`src/rtl/apb_pkg.sv`:
```
// Shared APB definitions used by the bridge and the interconnect.
// Contents: bus state enumeration, default address/data widths, default
// timeout, and the wait-counter width (wide enough for TIMEOUT up to 255).
package apb_pkg;

  localparam int APB_ADDR_W  = 12;
  localparam int APB_DATA_W  = 32;
  localparam int APB_TIMEOUT = 16;
  localparam int APB_CTR_W   = 8;

  typedef enum logic [1:0] {
    IDLE   = 2'd0,
    SETUP  = 2'd1,
    ACCESS = 2'd2
  } apb_state_e;

endpackage

```
`src/rtl/apb_timeout_ctr.sv`:
```
// Purpose: ACCESS-phase wait counter; expired is high while the count equals TIMEOUT-1.
// Latency: expired decodes the registered count, so it reflects the current cycle.
// Backpressure: none; clear has priority over enable.
// Ports: clk, rst (sync active-low), clear, enable, expired.
module apb_timeout_ctr
  import apb_pkg::*;
#(
  parameter int TIMEOUT = APB_TIMEOUT
) (
  input  logic clk,
  input  logic rst,
  input  logic clear,
  input  logic enable,
  output logic expired
);

  logic [APB_CTR_W-1:0] count;

  always_ff @(posedge clk) begin
    if (!rst) begin
      count <= '0;
    end else if (clear) begin
      count <= '0;
    end else if (enable) begin
      count <= count + APB_CTR_W'(1);
    end
  end

  assign expired = (count == APB_CTR_W'(TIMEOUT - 1));

endmodule

```
`src/rtl/apb_master_bridge.sv`:
```
// Purpose: single-outstanding valid/ready request to APB master (IDLE/SETUP/ACCESS).
// Latency: handshake -> SETUP +1, ACCESS +2, rsp_valid pulse +3 minimum; TIMEOUT caps ACCESS length.
// Backpressure: req_ready is high only in IDLE; requests outside IDLE are ignored, never queued.
// Ports: clk, rst (sync active-low); req_valid/req_ready/req_write/req_addr/req_wdata;
//        rsp_valid/rsp_rdata/rsp_err; addr_out/wr_out/sel_out/enable_out/data_out to
//        the interconnect; ready_in/rdata_in/slverr_in from the slave. TIMEOUT must be 2..255.
module apb_master_bridge
  import apb_pkg::*;
#(
  parameter int ADDR_W  = APB_ADDR_W,
  parameter int DATA_W  = APB_DATA_W,
  parameter int TIMEOUT = APB_TIMEOUT
) (
  input  logic              clk,
  input  logic              rst,
  input  logic              req_valid,
  output logic              req_ready,
  input  logic              req_write,
  input  logic [ADDR_W-1:0] req_addr,
  input  logic [DATA_W-1:0] req_wdata,
  output logic              rsp_valid,
  output logic [DATA_W-1:0] rsp_rdata,
  output logic              rsp_err,
  output logic [ADDR_W-1:0] addr_out,
  output logic              wr_out,
  output logic              sel_out,
  output logic              enable_out,
  output logic [DATA_W-1:0] data_out,
  input  logic              ready_in,
  input  logic [DATA_W-1:0] rdata_in,
  input  logic              slverr_in
);

  apb_state_e        state, state_d;
  logic              req_ready_d, rsp_valid_d, rsp_err_d;
  logic              wr_d, sel_d, en_d;
  logic [ADDR_W-1:0] addr_d;
  logic [DATA_W-1:0] data_d, rdata_d;
  logic              expired, ctr_clear, ctr_en;

  always_ff @(posedge clk) begin
    if (!rst) begin
      state      <= IDLE;
      req_ready  <= 1'b1;
      rsp_valid  <= 1'b0;
      rsp_rdata  <= '0;
      rsp_err    <= 1'b0;
      addr_out   <= '0;
      wr_out     <= 1'b0;
      sel_out    <= 1'b0;
      enable_out <= 1'b0;
      data_out   <= '0;
    end else begin
      state      <= state_d;
      req_ready  <= req_ready_d;
      rsp_valid  <= rsp_valid_d;
      rsp_rdata  <= rdata_d;
      rsp_err    <= rsp_err_d;
      addr_out   <= addr_d;
      wr_out     <= wr_d;
      sel_out    <= sel_d;
      enable_out <= en_d;
      data_out   <= data_d;
    end
  end

  always_comb begin
    state_d     = state;
    addr_d      = addr_out;
    wr_d        = wr_out;
    data_d      = data_out;
    sel_d       = sel_out;
    en_d        = enable_out;
    rsp_valid_d = 1'b0;
    rsp_err_d   = rsp_err;
    rdata_d     = rsp_rdata;

    case (state)
      IDLE: begin
        if (req_valid && req_ready) begin
          state_d = SETUP;
          addr_d  = req_addr;
          wr_d    = req_write;
          data_d  = req_wdata;
          sel_d   = 1'b1;
          en_d    = 1'b0;
        end
      end
      SETUP: begin
        state_d = ACCESS;
        en_d    = 1'b1;
      end
      ACCESS: begin
        // ready_in is checked first so a response on the last allowed
        // cycle completes normally instead of timing out.
        if (ready_in || expired) begin
          state_d     = IDLE;
          sel_d       = 1'b0;
          en_d        = 1'b0;
          wr_d        = 1'b0;
          rsp_valid_d = 1'b1;
          if (ready_in) begin
            rsp_err_d = slverr_in;
            rdata_d   = wr_out ? '0 : rdata_in;
          end else begin
            rsp_err_d = 1'b1;
            rdata_d   = '0;
          end
        end
      end
      default: begin
        state_d = IDLE;
        sel_d   = 1'b0;
        en_d    = 1'b0;
        wr_d    = 1'b0;
      end
    endcase

    // Registered so req_ready is already high in the rsp_valid cycle.
    req_ready_d = (state_d == IDLE);
  end

  // Count only ACCESS cycles; clearing on any non-ACCESS next state makes
  // the first ACCESS cycle start from zero.
  assign ctr_clear = (state_d != ACCESS);
  assign ctr_en    = (state == ACCESS);

  apb_timeout_ctr #(
    .TIMEOUT(TIMEOUT)
  ) u_wait_ctr (
    .clk    (clk),
    .rst    (rst),
    .clear  (ctr_clear),
    .enable (ctr_en),
    .expired(expired)
  );

endmodule

```
`config.mk`:
```
export PLATFORM = sky130hd
export DESIGN_NAME = apb_master_bridge
export DESIGN_NICKNAME = d
export VERILOG_FILES = /design/src/rtl/apb_pkg.sv /design/src/rtl/apb_timeout_ctr.sv /design/src/rtl/apb_master_bridge.sv
export SDC_FILE = /design/constraint.sdc
export NUM_CORES = 1
export LEC_CHECK = 0
export BUFFER_PORTS_ARGS = -buffer_cell sky130_fd_sc_hd__buf_2
export CELL_PAD_IN_SITES_DETAIL_PLACEMENT = 0
export CELL_PAD_IN_SITES_GLOBAL_PLACEMENT = 1
export CORE_MARGIN = 1.5
export CORE_UTILIZATION = 35
export DETAILED_ROUTE_END_ITERATION = 10
export MAX_ROUTING_LAYER = met4
export PLACE_DENSITY_LB_ADDON = 0.25
export SLEW_MARGIN = 20
export SYNTH_ARGS = -nofsm -noshare
export SYNTH_HDL_FRONTEND = slang
export SYNTH_HIERARCHICAL = 1
export SYNTH_SLANG_ARGS = --single-unit
export TNS_END_PERCENT = 100
```
`constraint.sdc`:
```
create_clock -name clk -period 5.4 [get_ports clk]
set_input_delay 0.27 -clock clk [delete_from_list [all_inputs] [get_ports clk]]
set_output_delay 0.27 -clock clk [all_outputs]
set_load 0.1 [all_outputs]
```
Word-level counts from Yosys, hierarchy flattened
Cells that the tools add are included.
- input port bits: 82
- memories kept: 0
- ROM bits: 0
- register bits after elaboration: 92
- latch bits: 0
- bits in writable memories: 0
- output and inout bits: 82
- shift-type cells: 0
- multipliers: 0
- $add $sub $neg: 1
- reductions and logical operators: 10
- eq/ne operators: 6
- $lt $le $gt $ge: 0
- bitwise operators: 2
- div/mod/pow operators: 0
- multiplexer cells: 14
- operators with widths (kind ; number):
    $mux W32 ; 2
    $pmux W1 S3 ; 3
    $add A8 B1 Y8 const B ; 1
    $eq A8 B4 Y1 const B ; 1
    $reduce_and A2 Y1 ; 4
    $mux W1 ; 6
    $pmux W2 S3 ; 1
    $logic_not A2 Y1 ; 2
    $mux W2 ; 2
    $ne A2 B2 Y1 const B ; 2
    $reduce_and A3 Y1 ; 1
    $eq A2 B1 Y1 const B ; 1
    $eq A2 B2 Y1 const B ; 1
    $ne A2 B1 Y1 const B ; 1
    $not A1 Y1 ; 2
    $reduce_or A2 Y1 ; 1
    $logic_and A1 B1 Y1 ; 1
    $logic_or A1 B1 Y1 ; 1

Longest topological paths before layout
Gate-level depths: netlist (run 1).
- word-level depth: 6
- gate-level depth with buffers: 8

By module
Netlist (run 1), hierarchy kept.
- by module, submodules not included (module ; cells each ; times used ; area an instance (um^2) ; sequential area each (um^2)):
    apb_master_bridge ; 296 ; 1 ; 2961.6 ; 1681.6
    apb_timeout_ctr ; 40 ; 1 ; 360.3 ; 160.2

Least setup slack after synthesis (run 1)
No wires, ideal clock.
- path kind: register to register
- start: register req_ready
- end: register addr_out[10]
- setup time: 0.070 ns
- stages on the path, launching flop included: 6
- path buffers: 2
- path slack: 3.557 ns
- arrival: 1.773 ns
- cells stage by stage: dfxtp_1 and4bb_2 buf_4 buf_4 nand2_1 a21boi_1
- word-level cells in the longest chain between the ends: 2
- RTL lines (item ; line ; text):
    start, declared ; apb_master_bridge.sv:17 ; output logic req_ready,
    start signal, assigned ; apb_master_bridge.sv:55 ; req_ready <= req_ready_d;
    $logic_and A1 B1 Y1 ; apb_master_bridge.sv:80 ; if (req_valid && req_ready) begin
    $reduce_and A2 Y1 (no line) ; - ;
    end signal, assigned ; apb_master_bridge.sv:59 ; addr_out <= addr_d;
    end, declared ; apb_master_bridge.sv:24 ; output logic [ADDR_W-1:0] addr_out,
Every way passes these cells.
A chain may end at the register's enable or synchronous reset.

Worst setup path in the final report (run 1)
- start: register u_wait_ctr.count[0]
- end: register rsp_rdata[18]
- word-level cells in the longest chain between the ends: 3
- RTL lines (item ; line ; text):
    start, declared ; apb_timeout_ctr.sv:17 ; logic [APB_CTR_W-1:0] count;
    start signal, assigned ; apb_timeout_ctr.sv:25 ; count <= count + APB_CTR_W'(1);
    $eq A8 B4 Y1 ; apb_timeout_ctr.sv:29 ; assign expired = (count == APB_CTR_W'(TIMEOUT - 1));
    via expired ; apb_master_bridge.sv:39 ; logic expired, ctr_clear, ctr_en;
    $logic_or A1 B1 Y1 ; apb_master_bridge.sv:96 ; if (ready_in || expired) begin
    $reduce_and A2 Y1 (no line) ; - ;
    end signal, assigned ; apb_master_bridge.sv:57 ; rsp_rdata <= rdata_d;
    end, declared ; apb_master_bridge.sv:22 ; output logic [DATA_W-1:0] rsp_rdata,
The timed path passes the listed nets, and every way through them passes these cells.

==> flow_summary.json, run 1 <==
{
  "grt_max_degree": 57,
  "avgSynthCellArea_um2": 9.89,
  "synth.top_cell.area_share_pct": 55.4,
  "cp-start-kind": "register",
  "fin_total_pwr_uw": 1560,
  "netlist_top_cells_area": "dfxtp_1 55%, nand2_1 10%, a22o_1 8.4%",
  "antenna_cells": 0,
  "ys_dominant_reg_cell": "dfxtp_1",
  "p_per_area_mw_per_mm2": 356,
  "synth.largest_area_cell": "dfxtp_1",
  "hold_violations": 0,
  "maxUsedRoutingLayer": "met4",
  "setup-tns-final_ns": 0,
  "max-slew-margin-rel_pct": 36.0,
  "synth_area_mm2": 0.00332,
  "drt_iter0_drc": 79,
  "ys_async_sr_fraction_pct": 0,
  "port_buffers": 163,
  "ctsHoldBuffers": 0,
  "pwr-share-clk_pct": 28.2,
  "dr_wl_met2_mm": 3.49,
  "p_int_uw": 965,
  "routedWlPerCell_um": 12.4,
  "viasPerCell": 4.59,
  "clkTransAtPathRegs_ns": 0.10,
  "ys_seq_area_share_pct": 55.4,
  "die_w_um": 100,
  "period_needed_ns": 2.06,
  "final.period_utilization_pct": 38.1,
  "clock_skew_ns": 0.0130,
  "critPathArrivalTime_ns": 2.31,
  "outcome": "complete, no violations",
  "routed-wl-met3_um": 588,
  "grt.total_usage_pct": 16.1,
  "peakVddDrop_v": 0.000208,
  "antenna_found_initial": 0,
  "fin_nets": 572,
  "grt_pass1_wl_mm": 12.4,
  "critPathCaptureType": "register",
  "drcViolationCount": 0,
  "h-tree-depth": 3,
  "postCtsResizedCells": 0,
  "via_count": 2862,
  "swShare_pct": 38.0,
  "p_leak_uw": 0.00204,
  "dp_slack_ns": 3.09,
  "tritoncts": "yes",
  "cts_buffer_depth": 2,
  "drv_cap": 0,
  "ant_nets": 0,
  "final.setup.worst_slack_ns": 3.34,
  "setup_violations": 0,
  "die-height_um": 100,
  "cts_made_buffers": 9,
  "rows": 35,
  "rsz0062_at_grt": "no",
  "grt_overflow": 0,
  "syn_nets": 419,
  "synth_common_cells": "92 x dfxtp_1, 90 x nand2_1, 32 x a22o_1, 29 x a21boi_0, 16 x a21boi_1",
  "maxSlewViolCount": 0,
  "wl_mm": 7.74,
  "p_seq_share_pct": 46.9,
  "place_hpwl_mm": 5.34,
  "syn2layout_area_growth_pct": 31.5,
  "wl_met1_mm": 3.47,
  "grt_pass1_vias": 2749,
  "p_sw_uw": 591,
  "ys_ff_latch": 92,
  "die_area_mm2": 0.0101,
  "postCtsSetupBuffers": 0,
  "yosysWarnings": 6,
  "fin_util_pct": 47.3,
  "clock-sinks": 92,
  "hold_class": "in2reg",
  "max_freq_ghz": 0.486,
  "synth_cell_types": 36,
  "layout-drive-gt1-share_pct": 38.3,
  "io_pins": 164,
  "gp_congestion": 0.755,
  "coreArea_mm2": 0.00924,
  "drt-pass1-iter-count": 4,
  "cts_root_buf": "clkbuf_8",
  "required_ns": 5.65,
  "combinationalPowerShare_pct": 24.9,
  "synth_most_common_cell": "dfxtp_1",
  "start_util_pct": 36.0,
  "synthCells": 336,
  "clk_latency_ns": 0.35,
  "cp_max_fo": 32,
  "synth_edf_count": 0,
  "tightest_slew_ns": 0.961,
  "worst-setup-path-type": "reg2reg"
}
[critical path: stages (launching register included)]
cell,delay (ns)
dfxtp_1,0.43
ha_1,0.22
nand4b_1,0.11
nor4_1,0.39
or2_2,0.23
a21boi_2,0.05
buf_4,0.24
a22o_1,0.27
[path summary, 6_finish.rpt]
| check | from | end | slack, ns | cells past startpoint |
|---|---|---|---|---|
| hold reg to reg | addr_out[6] | addr_out[6] | 0.45 | 2 |
| setup / recovery | u_wait_ctr/count[0] | rsp_rdata[18] | 3.34 | 7 |
| hold / removal | rdata_in[23] | rsp_rdata[23] | 0.12 | 2 |
| setup reg to reg | u_wait_ctr/count[0] | rsp_rdata[18] | 3.34 | 7 |
[routing by layer]
layer / up-vias / global-route usage [%]
met2: 101 / 26.5
met5: - / -
met4: 0 / 5.96
met1: 1285 / 17.9
met3: 14 / 5.78
li1: 1462 / -
[flip-flops by register name, indices dropped and copies added (netlist names)]
signal            flops
req_ready             1
sel_out               1
rsp_err               1
addr_out             12
u_wait_ctr/count      8
data_out             32
state                 2
enable_out            1
wr_out                1
rsp_valid             1
rsp_rdata            32
[through the flow]
step,hold slack [ns],cells,cell area [µm²]
6_report,0.119,623,4370
5_1_grt,0.0947,623,4370
4_1_cts,0.0982,622,4350
3_5_place_dp,0.442,606,4160
3_3_place_gp,0.437,606,4160
2_1_floorplan,0.395,336,3320
[cells in the final DEF, fill, tap and decap left out, types with 2 or more instances in the layout]
master,synthesis,layout
buf_2,6,163
dfxtp_1,92,92
nand2_1,90,90
a22o_1,32,32
a21boi_0,29,29
a21boi_1,16,16
clkbuf_8,0,9
a21oi_1,6,6
nor2_1,6,6
o21ai_0,5,5
nand4_1,4,4
nor2b_1,3,3
nand3_1,3,3
inv_8,0,3
xor2_1,3,3
or3_1,3,3
nand2b_1,2,2
clkinvlp_4,0,2
buf_4,6,2
[cell families after synthesis]
family | after synthesis | share of synthesized area [%]
fa+ha+maj | 1 | 0.377
buf+inv | 24 | 4.75
simple gates | 123 | 16.9
xor+xnor | 4 | 1.05
mux | 1 | 0.301
flops | 92 | 55.4
compound gates | 91 | 21.1
[area by class of cell]
| type | count | area, µm² |
|---|---|---|
| Fill cell | 933 | 4870 |
| Sequential cell | 92 | 1840 |
| Multi-Input combinational cell | 220 | 1330 |
| Timing Repair Buffer | 166 | 846 |
| Tap cell | 129 | 161 |
| Clock buffer | 9 | 124 |
| Clock inverter | 7 | 66.3 |
[power groups by stage]
stage          registers [µW]  logic (µW)  clock network, µW
2_1_floorplan             979        84.4                  0
3_3_place_gp              745         390                  0
3_5_place_dp              745         391                  0
4_1_cts                   730         391                459
5_1_grt                   735         410                492
6_report                  730         388                439
No activity file was read; power rests on OpenSTA's default activity.
==> run 2: changes to the inputs <==
--- a/config.mk
+++ b/config.mk
@@ -5,11 +5,12 @@
 export SDC_FILE = /design/constraint.sdc
 export NUM_CORES = 1
 export LEC_CHECK = 0
+export ABC_AREA = 1
 export BUFFER_PORTS_ARGS = -buffer_cell sky130_fd_sc_hd__buf_2
 export CELL_PAD_IN_SITES_DETAIL_PLACEMENT = 0
 export CELL_PAD_IN_SITES_GLOBAL_PLACEMENT = 1
 export CORE_MARGIN = 1.5
-export CORE_UTILIZATION = 35
+export CORE_UTILIZATION = 32
 export DETAILED_ROUTE_END_ITERATION = 10
 export MAX_ROUTING_LAYER = met4
 export PLACE_DENSITY_LB_ADDON = 0.25
==> constraint.sdc (replaced) <==
create_clock -name clk -period 2 [get_ports clk]
set_input_delay 0.1 -clock clk [delete_from_list [all_inputs] [get_ports clk]]
set_output_delay 0.1 -clock clk [all_outputs]
set_load 0.1 [all_outputs]
==> run 2 against run 1 <==
Compared with the run above: cell count is 28% higher; fmax is 14% higher; hold slack worse by 0.10 ns; synthesized cell count is 28% higher; global-route usage is 0.96 points higher; highest routed layer unchanged.
==> flow_summary.json, run 2 <==
{
  "largestRegisters": "data_out x32, rsp_rdata x32, addr_out x12",
  "period_needed_ns": 1.81,
  "required_ns": 2.28,
  "hp-start": "req_wdata[11]",
  "p_sw_uw": 1850,
  "final.setup.worst_slack_ns": 0.190,
  "p_per_area_mw_per_mm2": 908,
  "routedWlPerCell_um": 12.3,
  "ant_nets": 0,
  "design_area_mm2": 0.00532,
  "gp_congestion": 0.728,
  "synth_common_cells": "101 x nor2_1, 92 x dfxtp_1, 52 x nand2_1, 46 x o21ai_0, 37 x nand3_1",
  "tritoncts": "yes",
  "grt.total_usage_pct": 17.1,
  "drt-pass1-iter-count": 4,
  "fill_cells": 1089,
  "cp_max_fo": 33,
  "mostFrequentLayoutCell": "buf_2",
  "worst-setup-path-type": "reg2reg",
  "pwr-share-clk_pct": 27.5,
  "drt_iter0_drc": 193,
  "cts_root_buf": "clkbuf_8",
  "hold_class": "in2reg",
  "final.period_utilization_pct": 90.5,
  "p_int_uw": 2980,
  "maxSlewViolCount": 0,
  "setup_violations": 0,
  "postCtsSetupBuffers": 0,
  "io_pins": 164,
  "combinationalPowerShare_pct": 30.9,
  "via_count": 3607,
  "fin_util_pct": 49.5,
  "drv_cap": 0,
  "crit_start": "u_wait_ctr/count[0]",
  "dp_slack_ns": 0.110,
  "rsz0062_at_grt": "no",
  "avgSynthCellArea_um2": 8.18,
  "regToRegSetupSlack_ns": 0.19,
  "hold_violations": 0,
  "die_w_um": 108,
  "ys_dominant_reg_cell": "dfxtp_1",
  "synth_cell_types": 29,
  "coreArea_mm2": 0.0107,
  "synth_area_mm2": 0.00351,
  "ys_seq_area_share_pct": 52.5,
  "max-slew-margin-rel_pct": 65.9,
  "clock_skew_ns": 0.0109,
  "port_buffers": 163,
  "placed_cells": 713,
  "antenna_cells": 0,
  "peakVddDrop_v": 0.000427,
  "clk_latency_ns": 0.35,
  "synth_most_common_cell": "nor2_1",
  "antenna_found_initial": 0,
  "placed_area_mm2": 0.00439,
  "h-tree-depth": 3,
  "grt_overflow": 0,
  "p_seq_share_pct": 41.6,
  "max_freq_ghz": 0.553,
  "layout.cells.non_filler": 800,
  "grt_max_degree": 46,
  "synth_edf_count": 0,
  "swShare_pct": 38.3,
  "place_hpwl_mm": 6.27,
  "clock-sinks": 92,
  "ys_ff_latch": 92,
  "critPathArrivalTime_ns": 2.09,
  "netlist_top_cells_area": "dfxtp_1 52%, nor2_1 11%, o21ai_0 6.6%",
  "tightest_slew_ns": 0.515,
  "clkTransAtPathRegs_ns": 0.09,
  "p_leak_uw": 0.00252,
  "outcome": "complete, no violations",
  "layout-drive-gt1-share_pct": 33.2,
  "viasPerCell": 4.51,
  "synth.largest_area_cell": "dfxtp_1",
  "cts_buffer_depth": 2,
  "die-height_um": 108,
  "drcViolationCount": 0,
  "rows": 38,
  "syn2layout_area_growth_pct": 51.6,
  "ys_async_sr_fraction_pct": 0,
  "critPathCaptureType": "register",
  "yosysWarnings": 6,
  "setup-tns-final_ns": 0,
  "synthCells": 429,
  "cts_made_buffers": 9,
  "wl_mm": 9.80,
  "grt_pass1_vias": 3358,
  "fin_nets": 739,
  "final_cell_mix": "163 x buf_2, 99 x nor2_1, 92 x dfxtp_1",
  "start_util_pct": 32.7,
  "grt_pass1_wl_mm": 15.3,
  "die_area_mm2": 0.0116,
  "syn_nets": 512,
  "rr_startpoint": "u_wait_ctr/count[0]",
  "cp-start-kind": "register",
  "synth.top_cell.area_share_pct": 52.5
}
==> run 2: cell types whose count changed in the layout (fill, tap and decap cells not counted), sizes merged, moves of 11 or more <==
cell	previous run	this run
a21boi	46	1
a22o	32	0
dlygate4sd3	0	72
inv	4	15
nand2	90	56
nand3	3	39
nor2	6	105
o21ai	5	81
==> run 2: final cells by class <==
| class | instances | area [µm²] | area share, % |
|---|---|---|---|
| flip-flops and latches | 92 | 1840 | 34.6 |
| clock buffers | 10 | 128 | 2.40 |
| repair buffers | 242 | 1600 | 30.1 |
| inverters | 15 | 58.8 | 1.11 |
| multi-input cells | 296 | 1440 | 27.0 |
| clock inverters | 5 | 77.6 | 1.46 |
| well taps | 140 | 175 | 3.29 |
==> run 2: worst max-delay path, cell delays in order, from the launching register on <==
cell     delay [ns]
dfxtp_1        0.40
ha_1           0.22
nand3_1        0.09
nor4_1         0.24
nor2_1         0.13
nor2_2         0.22
nand2_2        0.10
buf_12         0.19
o21ai_0        0.15
==> run 2: through the flow <==
| stage | total power, µW | hold slack, ns |
|---|---|---|
| floorplan | 3200 | 0.211 |
| global placement | 3430 | 0.327 |
| detailed placement | 3440 | 0.315 |
| CTS | 4890 | 0.00227 |
| global route | 5050 | 0.0115 |
| finish | 4830 | 0.0173 |
==> run 2: final timing paths <==
path / endpoint / cells after the start
setup / recovery: rsp_rdata[5] / 8
hold / removal: data_out[11] / 3
setup reg to reg: rsp_rdata[5] / 8
hold reg to reg: sel_out / 2
==> run 2: repair_timing <==
action,4_1_cts,5_1_grt
resized for setup,0,4
endpoints found under the setup margin,0,40
hold buffers,72,0
hold endpoints to repair,72,0
==> run 2: per-layer routing <==
metal	routed length, µm	vias up	GRT usage, %
met1	4390	1656	19.3
met3	418	19	2.66
met5	0	-	-
met2	4730	88	29.3
li1	-	1844	-
met4	265	0	8.36
==> run 2: kinds of logic (layout without fill, tap and decap cells) <==
group           Yosys count  after routing  share of synthesized area, %
simple gates            204            204                          25.2
flops                    92             92                          52.5
fa+ha+maj                 1              1                         0.357
buf+inv                  41            272                          6.67
compound gates           91             91                          15.3
==> run 2: power by group through the flow <==
stage	Combinational (µW)	Clock, µW	Sequential (µW)
after detailed placement	1390	0	2050
final	1490	1330	2010
after global routing	1580	1450	2020
after CTS	1500	1380	2010
after floorplan	318	0	2880
after global placement	1390	0	2050
